**config.mk**
```make
export PLATFORM = sky130hd
export DESIGN_NAME = jogador_automatico
export DESIGN_NICKNAME = d
export VERILOG_FILES = /design/src/rtl/jogador_automatico.sv
export SDC_FILE = /design/constraint.sdc
export NUM_CORES = 1
export LEC_CHECK = 0
export BUFFER_PORTS_ARGS = -buffer_cell sky130_fd_sc_hd__buf_4
export CORE_MARGIN = 3
export CORE_UTILIZATION = 35
export CTS_CLUSTER_SIZE = 10
export DETAILED_ROUTE_END_ITERATION = 10
export PLACE_DENSITY = 0.62
export SETUP_SLACK_MARGIN = 0.4
export SYNTH_ARGS = -nofsm -noshare
export SYNTH_HDL_FRONTEND = slang
export SYNTH_SLANG_ARGS = --single-unit
```
**constraint.sdc**
```tcl
create_clock -name clock -period 8.1 [get_ports clock]
set_input_delay 1.62 -clock clock [delete_from_list [all_inputs] [get_ports clock]]
set_output_delay 1.62 -clock clock [all_outputs]
set_load 0.05 [all_outputs]
```
**src/rtl/jogador_automatico.sv**
```systemverilog
// Auto-player for the memory game: pulses iniciar, plays a scripted one-hot
// sequence on chaves (optionally one wrong play) and checks how the game ended.
//
// state   | meaning
// IDLE    | waiting for comecar, all outputs low
// INICIA  | holding iniciar high
// PRE     | chaves=0 gap before the first play
// APERTA  | driving play k on chaves
// SOLTA   | chaves=0 gap after a play
// AGUARDA | waiting for pronto, bounded by T_LIMITE
// FIM     | result valid on sucesso/timeout
module jogador_automatico #(
  parameter int N_JOGADAS = 16,
  parameter int T_INICIAR = 5,
  parameter int T_PRESS   = 10,
  parameter int T_GAP     = 10,
  parameter int T_LIMITE  = 100
) (
  input  logic       clock,
  input  logic       reset,
  input  logic       comecar,
  input  logic       modo_erro,
  input  logic [3:0] jogada_erro,
  input  logic       pronto,
  input  logic       acertou,
  input  logic       errou,
  output logic       iniciar,
  output logic [3:0] chaves,
  output logic       ocupado,
  output logic       fim,
  output logic       sucesso,
  output logic       timeout,
  output logic [3:0] db_estado,
  output logic [3:0] db_jogada
);

  localparam int T_MAX_A = (T_INICIAR > T_PRESS) ? T_INICIAR : T_PRESS;
  localparam int T_MAX_B = (T_GAP > T_LIMITE) ? T_GAP : T_LIMITE;
  localparam int T_MAX   = (T_MAX_A > T_MAX_B) ? T_MAX_A : T_MAX_B;
  localparam int CW      = ($clog2(T_MAX) > 0) ? $clog2(T_MAX) : 1;

  typedef enum logic [3:0] {
    S_IDLE    = 4'h0,
    S_INICIA  = 4'h1,
    S_PRE     = 4'h2,
    S_APERTA  = 4'h3,
    S_SOLTA   = 4'h4,
    S_AGUARDA = 4'h5,
    S_FIM     = 4'hF
  } estado_t;

  estado_t       estado, estado_prox;
  logic [CW-1:0] cnt, cnt_prox;
  logic [3:0]    k, k_prox;
  logic          armado_q, armado_prox;
  logic [3:0]    jog_erro_q, jog_erro_prox;
  logic          sucesso_prox, timeout_prox;
  logic          pronto_r, acertou_r, errou_r;

  logic          jogada_errada, ultima, resultado_ok, erro_na_prox;
  logic [1:0]    idx_prox;
  logic [3:0]    chaves_prox;

  assign jogada_errada = armado_q && (k == jog_erro_q);
  assign ultima        = (k == 4'(N_JOGADAS - 1));
  assign resultado_ok  = armado_q ? (errou_r && !acertou_r) : (acertou_r && !errou_r);

  // chaves is registered from the next state so the game never sees a decode glitch
  assign erro_na_prox = armado_q && (k_prox == jog_erro_q);
  assign idx_prox     = k_prox[1:0] + {1'b0, erro_na_prox};
  assign chaves_prox  = (estado_prox == S_APERTA) ? (4'b0001 << idx_prox) : 4'b0000;

  always_comb begin
    estado_prox   = estado;
    k_prox        = k;
    cnt_prox      = (cnt != '0) ? cnt - CW'(1) : cnt;
    armado_prox   = armado_q;
    jog_erro_prox = jog_erro_q;
    sucesso_prox  = sucesso;
    timeout_prox  = timeout;

    unique case (estado)
      S_IDLE, S_FIM: begin
        if (comecar) begin
          estado_prox   = S_INICIA;
          cnt_prox      = CW'(T_INICIAR - 1);
          k_prox        = '0;
          armado_prox   = modo_erro && ({1'b0, jogada_erro} < 5'(N_JOGADAS));
          jog_erro_prox = jogada_erro;
          sucesso_prox  = 1'b0;
          timeout_prox  = 1'b0;
        end
      end
      S_INICIA: begin
        if (cnt == '0) begin
          estado_prox = S_PRE;
          cnt_prox    = CW'(T_GAP - 1);
        end
      end
      S_PRE: begin
        if (cnt == '0) begin
          estado_prox = S_APERTA;
          cnt_prox    = CW'(T_PRESS - 1);
        end
      end
      S_APERTA: begin
        if (cnt == '0) begin
          estado_prox = S_SOLTA;
          cnt_prox    = CW'(T_GAP - 1);
        end
      end
      S_SOLTA: begin
        if (cnt == '0) begin
          if (jogada_errada || ultima) begin
            estado_prox = S_AGUARDA;
            cnt_prox    = CW'(T_LIMITE - 1);
          end else begin
            estado_prox = S_APERTA;
            k_prox      = k + 4'd1;
            cnt_prox    = CW'(T_PRESS - 1);
          end
        end
      end
      S_AGUARDA: begin
        if (cnt == '0) begin
          estado_prox  = S_FIM;
          timeout_prox = 1'b1;
          sucesso_prox = 1'b0;
        end
      end
      default: estado_prox = S_IDLE;
    endcase

    // pronto before AGUARDA is a premature end and never counts as success
    if (pronto_r && (estado == S_PRE || estado == S_APERTA ||
                     estado == S_SOLTA || estado == S_AGUARDA)) begin
      estado_prox  = S_FIM;
      k_prox       = k;
      timeout_prox = 1'b0;
      sucesso_prox = (estado == S_AGUARDA) && resultado_ok;
    end
  end

  always_ff @(posedge clock) begin
    if (reset) begin
      estado     <= S_IDLE;
      cnt        <= '0;
      k          <= '0;
      armado_q   <= 1'b0;
      jog_erro_q <= '0;
      sucesso    <= 1'b0;
      timeout    <= 1'b0;
      iniciar    <= 1'b0;
      chaves     <= '0;
      pronto_r   <= 1'b0;
      acertou_r  <= 1'b0;
      errou_r    <= 1'b0;
    end else begin
      estado     <= estado_prox;
      cnt        <= cnt_prox;
      k          <= k_prox;
      armado_q   <= armado_prox;
      jog_erro_q <= jog_erro_prox;
      sucesso    <= sucesso_prox;
      timeout    <= timeout_prox;
      iniciar    <= (estado_prox == S_INICIA);
      chaves     <= chaves_prox;
      pronto_r   <= pronto;
      acertou_r  <= acertou;
      errou_r    <= errou;
    end
  end

  assign ocupado   = (estado != S_IDLE) && (estado != S_FIM);
  assign fim       = (estado == S_FIM);
  assign db_estado = estado;
  assign db_jogada = k;

endmodule

```
==> flow_metrics.py, run 1 <==
metrics = {
    "cells_and_area": {
        "area_growth_pct": 17.1,
        "layout_common_cells": "dfxtp_1 (30), buf_4 (28), nand2_1 (21), nor2_1 (17), a21oi_1 (17)",
        "nFillCells": 517,
        "diodes": 0,
        "final_common_cell": "dfxtp_1",
        "final_nets": 255,
        "final_layout_size_suffix_gt1_share_pct": 21.6,
    },
    "sta": {
        "worst_pin_slew_ps": 724,
        "fmax_ghz": 0.271,
        "slew_violations": 0,
        "finalHoldViolCount": 0,
        "grt_setup_unrepaired": "false",
        "skew_ps": 3.22,
        "period_minus_slack_ps": 3690,
        "period_share_pct": 45.5,
        "slew-limit-headroom_pct": 51.6,
        "fin_ws_ps": 4410,
        "setup_tns_ps": 0,
        "setup_viol": 0,
    },
    "routing": {
        "wl_met3_um": 181,
        "initialDrtViolationCount": 63,
        "via_per_inst": 5.20,
        "top_layer_used": "met4",
        "wl_met2_mm": 1.99,
        "dr.pass1.iters": 4,
        "wl_met1_mm": 2.10,
        "drc": 0,
        "antenna_left": 0,
        "vias": 1602,
        "wl_per_cell_um": 14.1,
        "drt-total-wl_mm": 4.34,
    },
    "floorplan": {
        "core_area_sq_um": 4880,
        "fp-row-count": 25,
        "die_x_um": 78.2,
        "dieArea_sq_um": 6110,
        "die_h_um": 78.2,
        "start_util_pct": 37.4,
        "ios": 28,
    },
    "clock_tree": {
        "cts_buffers": 5,
        "postCtsResizedCells": 0,
        "root_buffer": "clkbuf_8",
        "clkLatencyLatePin_ps": 280,
        "cts.sinks": 30,
        "cts_max_level": 2,
        "postCtsHoldBufs": 0,
        "cts_max_path_buffers": 2,
        "clkSlewWorstSetupHoldPaths_ps": 60,
        "post_cts_buffers": 0,
        "cts_tree": "yes",
    },
    "power": {
        "pwr-share-seq_pct": 30.7,
        "ir_drop_mv": 0.189,
        "p_per_area_nw_per_um2": 349,
        "comb_power_share_pct": 52.3,
        "leakagePower_nw": 0.820,
        "switching_share_pct": 47.3,
        "p_int_mw": 0.393,
        "power.share.clock_pct": 17.0,
        "switchingPower_mw": 0.352,
    },
    "grt": {
        "antenna_found_initial": 0,
        "grt_max_degree": 27,
        "grt.total_usage_pct": 15.1,
        "grt_pass1_vias": 1525,
        "grt_pass1_wl_mm": 7.41,
        "grt_overflow": 0,
    },
    "worst_setup_path": {
        "crit_top_cell": "xnor2_1",
        "path_cells": "buf_4 -> or2_1 -> a32oi_1 -> a2111oi_2 -> o21ai_2 -> xnor2_1 -> nand3_1 -> nor3_1 -> ha_1 -> xnor2_1 -> and3_1",
        "worstPathArrival_ps": 3920,
        "path_class": "primary input to flip-flop",
        "start_kind": "primary input",
        "worst_path_largest_cell_delay_ps": 480,
        "end_kind": "flip-flop",
        "crit_family": "compound AO/OA/AOI/OAI gates",
        "crit_path_top_delay_cell": "a32oi_1",
        "path_buf_inv": 1,
        "path_max_fanout": 7,
        "critPathRequiredTime_ps": 8330,
    },
    "synthesis": {
        "avgSynthCellArea_sq_um": 8.32,
        "netlist_area_sq_um": 1820,
        "synthCells": 219,
        "yosys_warnings": 0,
        "ys_seq_area_share_pct": 32.9,
        "yosys_register_bits": 30,
        "synth_cell_types": 56,
        "syn-num-nets": 234,
    },
    "placed_design": {
        "dpl.hpwl_mm": 3.02,
        "dp_slack_ps": 4080,
        "gp_congestion": 0.797,
        "io_buffers": 27,
    },
    "hold_path": {
        "min_path_type": "flip-flop to flip-flop",
    },
    "job": {
        "drv_cap": 0,
    },
    "run_status": {
        "status": "finished, final reports clean",
    },
}
[stage by stage]
| step | cell area, sq um | hold WS [ps] | power (mW) | std cells | utilization (%) |
|---|---|---|---|---|---|
| 3_5_place_dp | 2040 | 479 | 0.623 | 300 | 41.8 |
| 5_1_grt | 2130 | 533 | 0.808 | 308 | 43.7 |
| 4_1_cts | 2130 | 501 | 0.754 | 308 | 43.7 |
| 3_3_place_gp | 2040 | 483 | 0.624 | 300 | 41.8 |
| 2_1_floorplan | 1820 | 467 | 0.541 | 219 | - |
| 6_report | 2130 | 502 | 0.746 | 308 | 43.7 |
[path summary, 6_finish.rpt]
path                     start        end  slack, ps  cells after the start
setup / recovery       comecar  chaves[1]       4410                     11
hold / removal          cnt[6]     cnt[6]        500                      2
setup reg to reg  db_estado[2]  chaves[1]       4980                     10
hold reg to reg         cnt[6]     cnt[6]        500                      2
[synthesized netlist by cell type (all sizes together)]
cell,count,share of area [%]
nor2,17,3.5
and2,3,1.0
a2bb2oi,1,0.82
a221oi,2,0.96
a21oi,17,4.7
nor3,11,3.6
a32oi,2,0.96
nor3b,2,1.1
ha,4,2.7
or3,1,0.34
nor2b,8,2.7
a22oi,2,0.82
a211oi,2,1.1
nand3,8,2.2
o221ai,1,0.48
o311ai,1,0.48
a21boi,2,0.82
or3b,1,0.48
and3,7,2.4
or4b,1,0.75
nand2,21,4.3
o2bb2ai,1,0.48
and4,3,1.4
nor4b,1,1.3
o2111ai,1,0.48
nand3b,2,0.82
nor4,5,2.9
nand2b,2,0.69
a2111o,1,0.62
dfxtp,30,33
o311a,1,0.55
xnor2,11,5.3
xor2,5,2.8
buf,7,2.7
clkbuf,7,1.5
o21ai,12,3.5
a2111oi,3,1.8
or2,4,1.5
o21a,1,0.41
inv,6,1.2
a31oi,2,0.69
[final cells by class]
class                      count  area, sq um  area share [%]
sequential                    30          601            28.1
timing repair buffer          28          210            9.85
clock buffer                   6         82.6            3.87
inverter                       6         22.5            1.06
multi-input combinational    169         1120            52.6
clock inverter                 2         12.5           0.586
tap                           67         83.8            3.93
[tightest hold or removal path: stages, from the launching register on]
cell      delay (ps)
dfxtp_1          310
o311ai_0          80
a21oi_1           60
[state kept, by name, indices dropped and copies added (netlist names), 4 cells and up]
| name | count |
|---|---|
| cnt | 7 |
| jog_erro_q | 4 |
| db_jogada | 4 |
| chaves | 4 |
| db_estado | 4 |
[power by group through the flow]
| stage | combinational, mW | sequential [mW] | clock (mW) |
|---|---|---|---|
| floorplan | 0.304 | 0.237 | 0 |
| global placement | 0.392 | 0.232 | 0 |
| detailed placement | 0.391 | 0.232 | 0 |
| global route | 0.432 | 0.237 | 0.139 |
| CTS | 0.394 | 0.229 | 0.131 |
| finish | 0.390 | 0.229 | 0.127 |
[cells by family after synthesis]
logic type / Yosys count / share of synthesized area, %
compound gates: 52 / 19.6
buf+inv: 20 / 5.49
simple gates: 97 / 31.1
fa+ha+maj: 4 / 2.75
flops: 30 / 32.9
xor+xnor: 16 / 8.10
[per-layer routing]
layer / global-route usage (%) / up-vias
li1: - / 829
met1: 20.8 / 732
met2: 23.1 / 34
met3: 3.44 / 7
met4: 5.24 / 0
met5: 0 / -
Note: power is estimated with default switching activity, not from simulation.
==> run 2: changes to the inputs <==
--- a/config.mk
+++ b/config.mk
@@ -5,6 +5,7 @@
 export SDC_FILE = /design/constraint.sdc
 export NUM_CORES = 1
 export LEC_CHECK = 0
+export ABC_AREA = 1
 export BUFFER_PORTS_ARGS = -buffer_cell sky130_fd_sc_hd__buf_4
 export CORE_MARGIN = 3
 export CORE_UTILIZATION = 35
==> constraint.sdc (replaced) <==
create_clock -name clock -period 3.6 [get_ports clock]
set_input_delay 0.72 -clock clock [delete_from_list [all_inputs] [get_ports clock]]
set_output_delay 0.72 -clock clock [all_outputs]
set_load 0.05 [all_outputs]
==> flow_metrics.py, run 2 <==
metrics = {
    "sta": {
        "fmax_ghz": 0.419,
        "slew_violations": 0,
        "grt_setup_unrepaired": "false",
        "finalHoldViolCount": 0,
        "period_share_pct": 66.4,
        "worst_pin_slew_ps": 392,
        "period_minus_slack_ps": 2390,
        "setup_viol": 0,
        "slew-limit-headroom_pct": 73.6,
        "skew_ps": 3.91,
        "setup_tns_ps": 0,
    },
    "synthesis": {
        "syn-num-nets": 276,
        "yosys_warnings": 0,
        "yosys-top-cells-count": "nand2_1 (56), inv_1 (39), dfxtp_1 (30), nor2_1 (28), nand3_1 (19)",
        "yosysTopAreaCellShare_pct": 34.1,
        "ys_async_sr_fraction_pct": 0,
        "yosys_register_bits": 30,
        "netlist_top_cells_area": "dfxtp_1 (34%), nand2_1 (12%), inv_1 (8.3%)",
        "synth_edf_count": 0,
        "avgSynthCellArea_sq_um": 6.74,
        "yosys.area.top_type": "dfxtp_1",
        "synth_cell_types": 34,
        "yosysMostFrequentCell": "nand2_1",
        "synth_top_flop_cell": "dfxtp_1",
        "netlist_area_sq_um": 1760,
        "synthCells": 261,
        "ys_seq_area_share_pct": 34.1,
    },
    "routing": {
        "dr.pass1.iters": 4,
        "initialDrtViolationCount": 73,
        "antenna_left": 0,
        "drt-total-wl_mm": 4.08,
        "wl_per_cell_um": 11.4,
        "drc": 0,
        "vias": 1703,
        "via_per_inst": 4.76,
    },
    "floorplan": {
        "die_h_um": 76.9,
        "die_x_um": 76.9,
        "start_util_pct": 36.8,
        "fp-row-count": 25,
        "ios": 28,
        "core_area_sq_um": 4790,
        "dieArea_sq_um": 5920,
    },
    "worst_setup_path": {
        "r2r_cells": 22,
        "r2r_start": "cnt[0]",
        "crit_start": "cnt[0]",
        "path_class": "flip-flop to flip-flop",
        "cp_num_cells": 22,
        "critPathRequiredTime_ps": 3810,
        "r2r_end": "chaves[0]",
        "crit_family": "simple AND/OR/NAND/NOR gates",
        "worst_path_largest_cell_delay_ps": 340,
        "path_max_fanout": 14,
        "path_cells": "inv_1 -> ha_1 -> nand2_2 -> nor2_4 -> nand2_4 -> clkinv_4 -> nand3_2 -> nand2_2 -> nand3b_1 -> nand2_1 -> nand2_1 -> nand2_1 -> nand2_1 -> nand2_1 -> nor2_1 -> ha_1 -> inv_1 -> nand3_1 -> nand2_1 -> inv_1 -> nand2_1 -> nor2_1",
        "path_buf_inv": 4,
        "worstPathArrival_ps": 2600,
        "crit_path_top_delay_cell": "dfxtp_1",
        "crit_end": "chaves[0]",
        "regToRegSetupSlack_ps": 1210,
        "crit_top_cell": "nand2_1",
        "start_kind": "flip-flop",
        "end_kind": "flip-flop",
    },
    "clock_tree": {
        "cts_max_path_buffers": 2,
        "root_buffer": "clkbuf_8",
        "cts.sinks": 30,
        "post_cts_buffers": 0,
        "clkLatencyLatePin_ps": 270,
        "cts_tree": "yes",
        "cts_buffers": 5,
        "clkSlewWorstSetupHoldPaths_ps": 60,
        "postCtsResizedCells": 0,
        "postCtsHoldBufs": 0,
        "cts_max_level": 2,
    },
    "power": {
        "switching_share_pct": 49.5,
        "power.share.clock_pct": 15.4,
        "pwr-share-seq_pct": 26.8,
        "p_int_mw": 0.891,
        "comb_power_share_pct": 57.7,
        "p_per_area_nw_per_um2": 836,
        "switchingPower_mw": 0.874,
        "leakagePower_nw": 1.09,
        "ir_drop_mv": 0.413,
    },
    "cells_and_area": {
        "regMostFlops": "cnt",
        "final_common_cell": "nand2_1",
        "diodes": 0,
        "stdcell_area_sq_um": 2110,
        "layout_common_cells": "nand2_1 (56), inv_1 (39), dfxtp_1 (30), nor2_1 (28), buf_4 (27)",
        "final_nets": 305,
        "area_growth_pct": 19.9,
        "largest_reg_flops": 7,
        "final_layout_size_suffix_gt1_share_pct": 22.0,
    },
    "hold_path": {
        "min_path_type": "flip-flop to flip-flop",
    },
    "grt": {
        "grt_pass1_wl_mm": 7.14,
        "grt_overflow": 0,
        "antenna_found_initial": 0,
        "grt.total_usage_pct": 14.6,
        "grt_pass1_vias": 1630,
        "grt_max_degree": 17,
    },
    "run_status": {
        "status": "finished, final reports clean",
    },
    "job": {
        "drv_cap": 0,
    },
    "placed_design": {
        "io_buffers": 27,
        "place_area_sq_um": 2020,
        "dpl.hpwl_mm": 3.06,
        "gp_congestion": 0.826,
    },
}
## run 2: worst min-delay path by stage
stage	from	to	slack (ps)	depth (start not counted)
after floorplan	cnt[4]	cnt[4]	440	1
after global placement	cnt[4]	cnt[4]	490	1
after detailed placement	cnt[4]	cnt[4]	470	1
after CTS	cnt[4]	cnt[4]	480	1
after global routing	cnt[4]	cnt[4]	520	1
final	cnt[4]	cnt[4]	490	1
## run 2: cell families (layout without fill, tap and decap cells)
| family | count (synthesis) | after routing | share of synthesized area (%) |
|---|---|---|---|
| xor gates and xnor gates | 4 | 4 | 1.99 |
| buffers and inverters | 49 | 79 | 11.2 |
| and+or+nand+nor | 136 | 136 | 37.1 |
| adders and majority gates | 4 | 4 | 2.84 |
| DFF | 30 | 30 | 34.1 |
| AOI/OAI and AO/OA | 38 | 38 | 12.7 |
## run 2: layer usage
metal,vias up,part of all wire (%),track usage (%)
met5,-,0,0
met4,0,1.2,4.35
met3,7,3.9,2.70
met2,37,46,24.6
met1,765,49,18.8
li1,894,-,-
## run 2: metrics by stage
step / std cells / utilization [%] / hold slack [ps] / power, mW / worst slack, ps
final: 358 / 44.1 / 486 / 1.77 / 1210
after global routing: 358 / 44.1 / 515 / 1.93 / 812
after CTS: 358 / 44.1 / 478 / 1.77 / 1220
after detailed placement: 350 / 42.2 / 468 / 1.49 / 1230
after global placement: 350 / 42.2 / 488 / 1.49 / 1280
after floorplan: 261 / - / 441 / 1.28 / 1290
## run 2: final cells by class
class,count,area (sq um)
fillers,497,2680
flip-flops and latches,30,601
well taps,67,83.8
multi-input cells,182,962
clock buffers,7,86.3
repair buffers,27,203
clock inverters,1,5.00
inverters,44,170
## run 2: power groups by stage
stage	Clock, mW	Combinational [mW]	Sequential, mW
2_1_floorplan	0	0.736	0.548
3_3_place_gp	0	1.01	0.480
3_5_place_dp	0	1.01	0.479
4_1_cts	0.283	1.02	0.472
5_1_grt	0.297	1.15	0.483
6_report	0.273	1.02	0.473
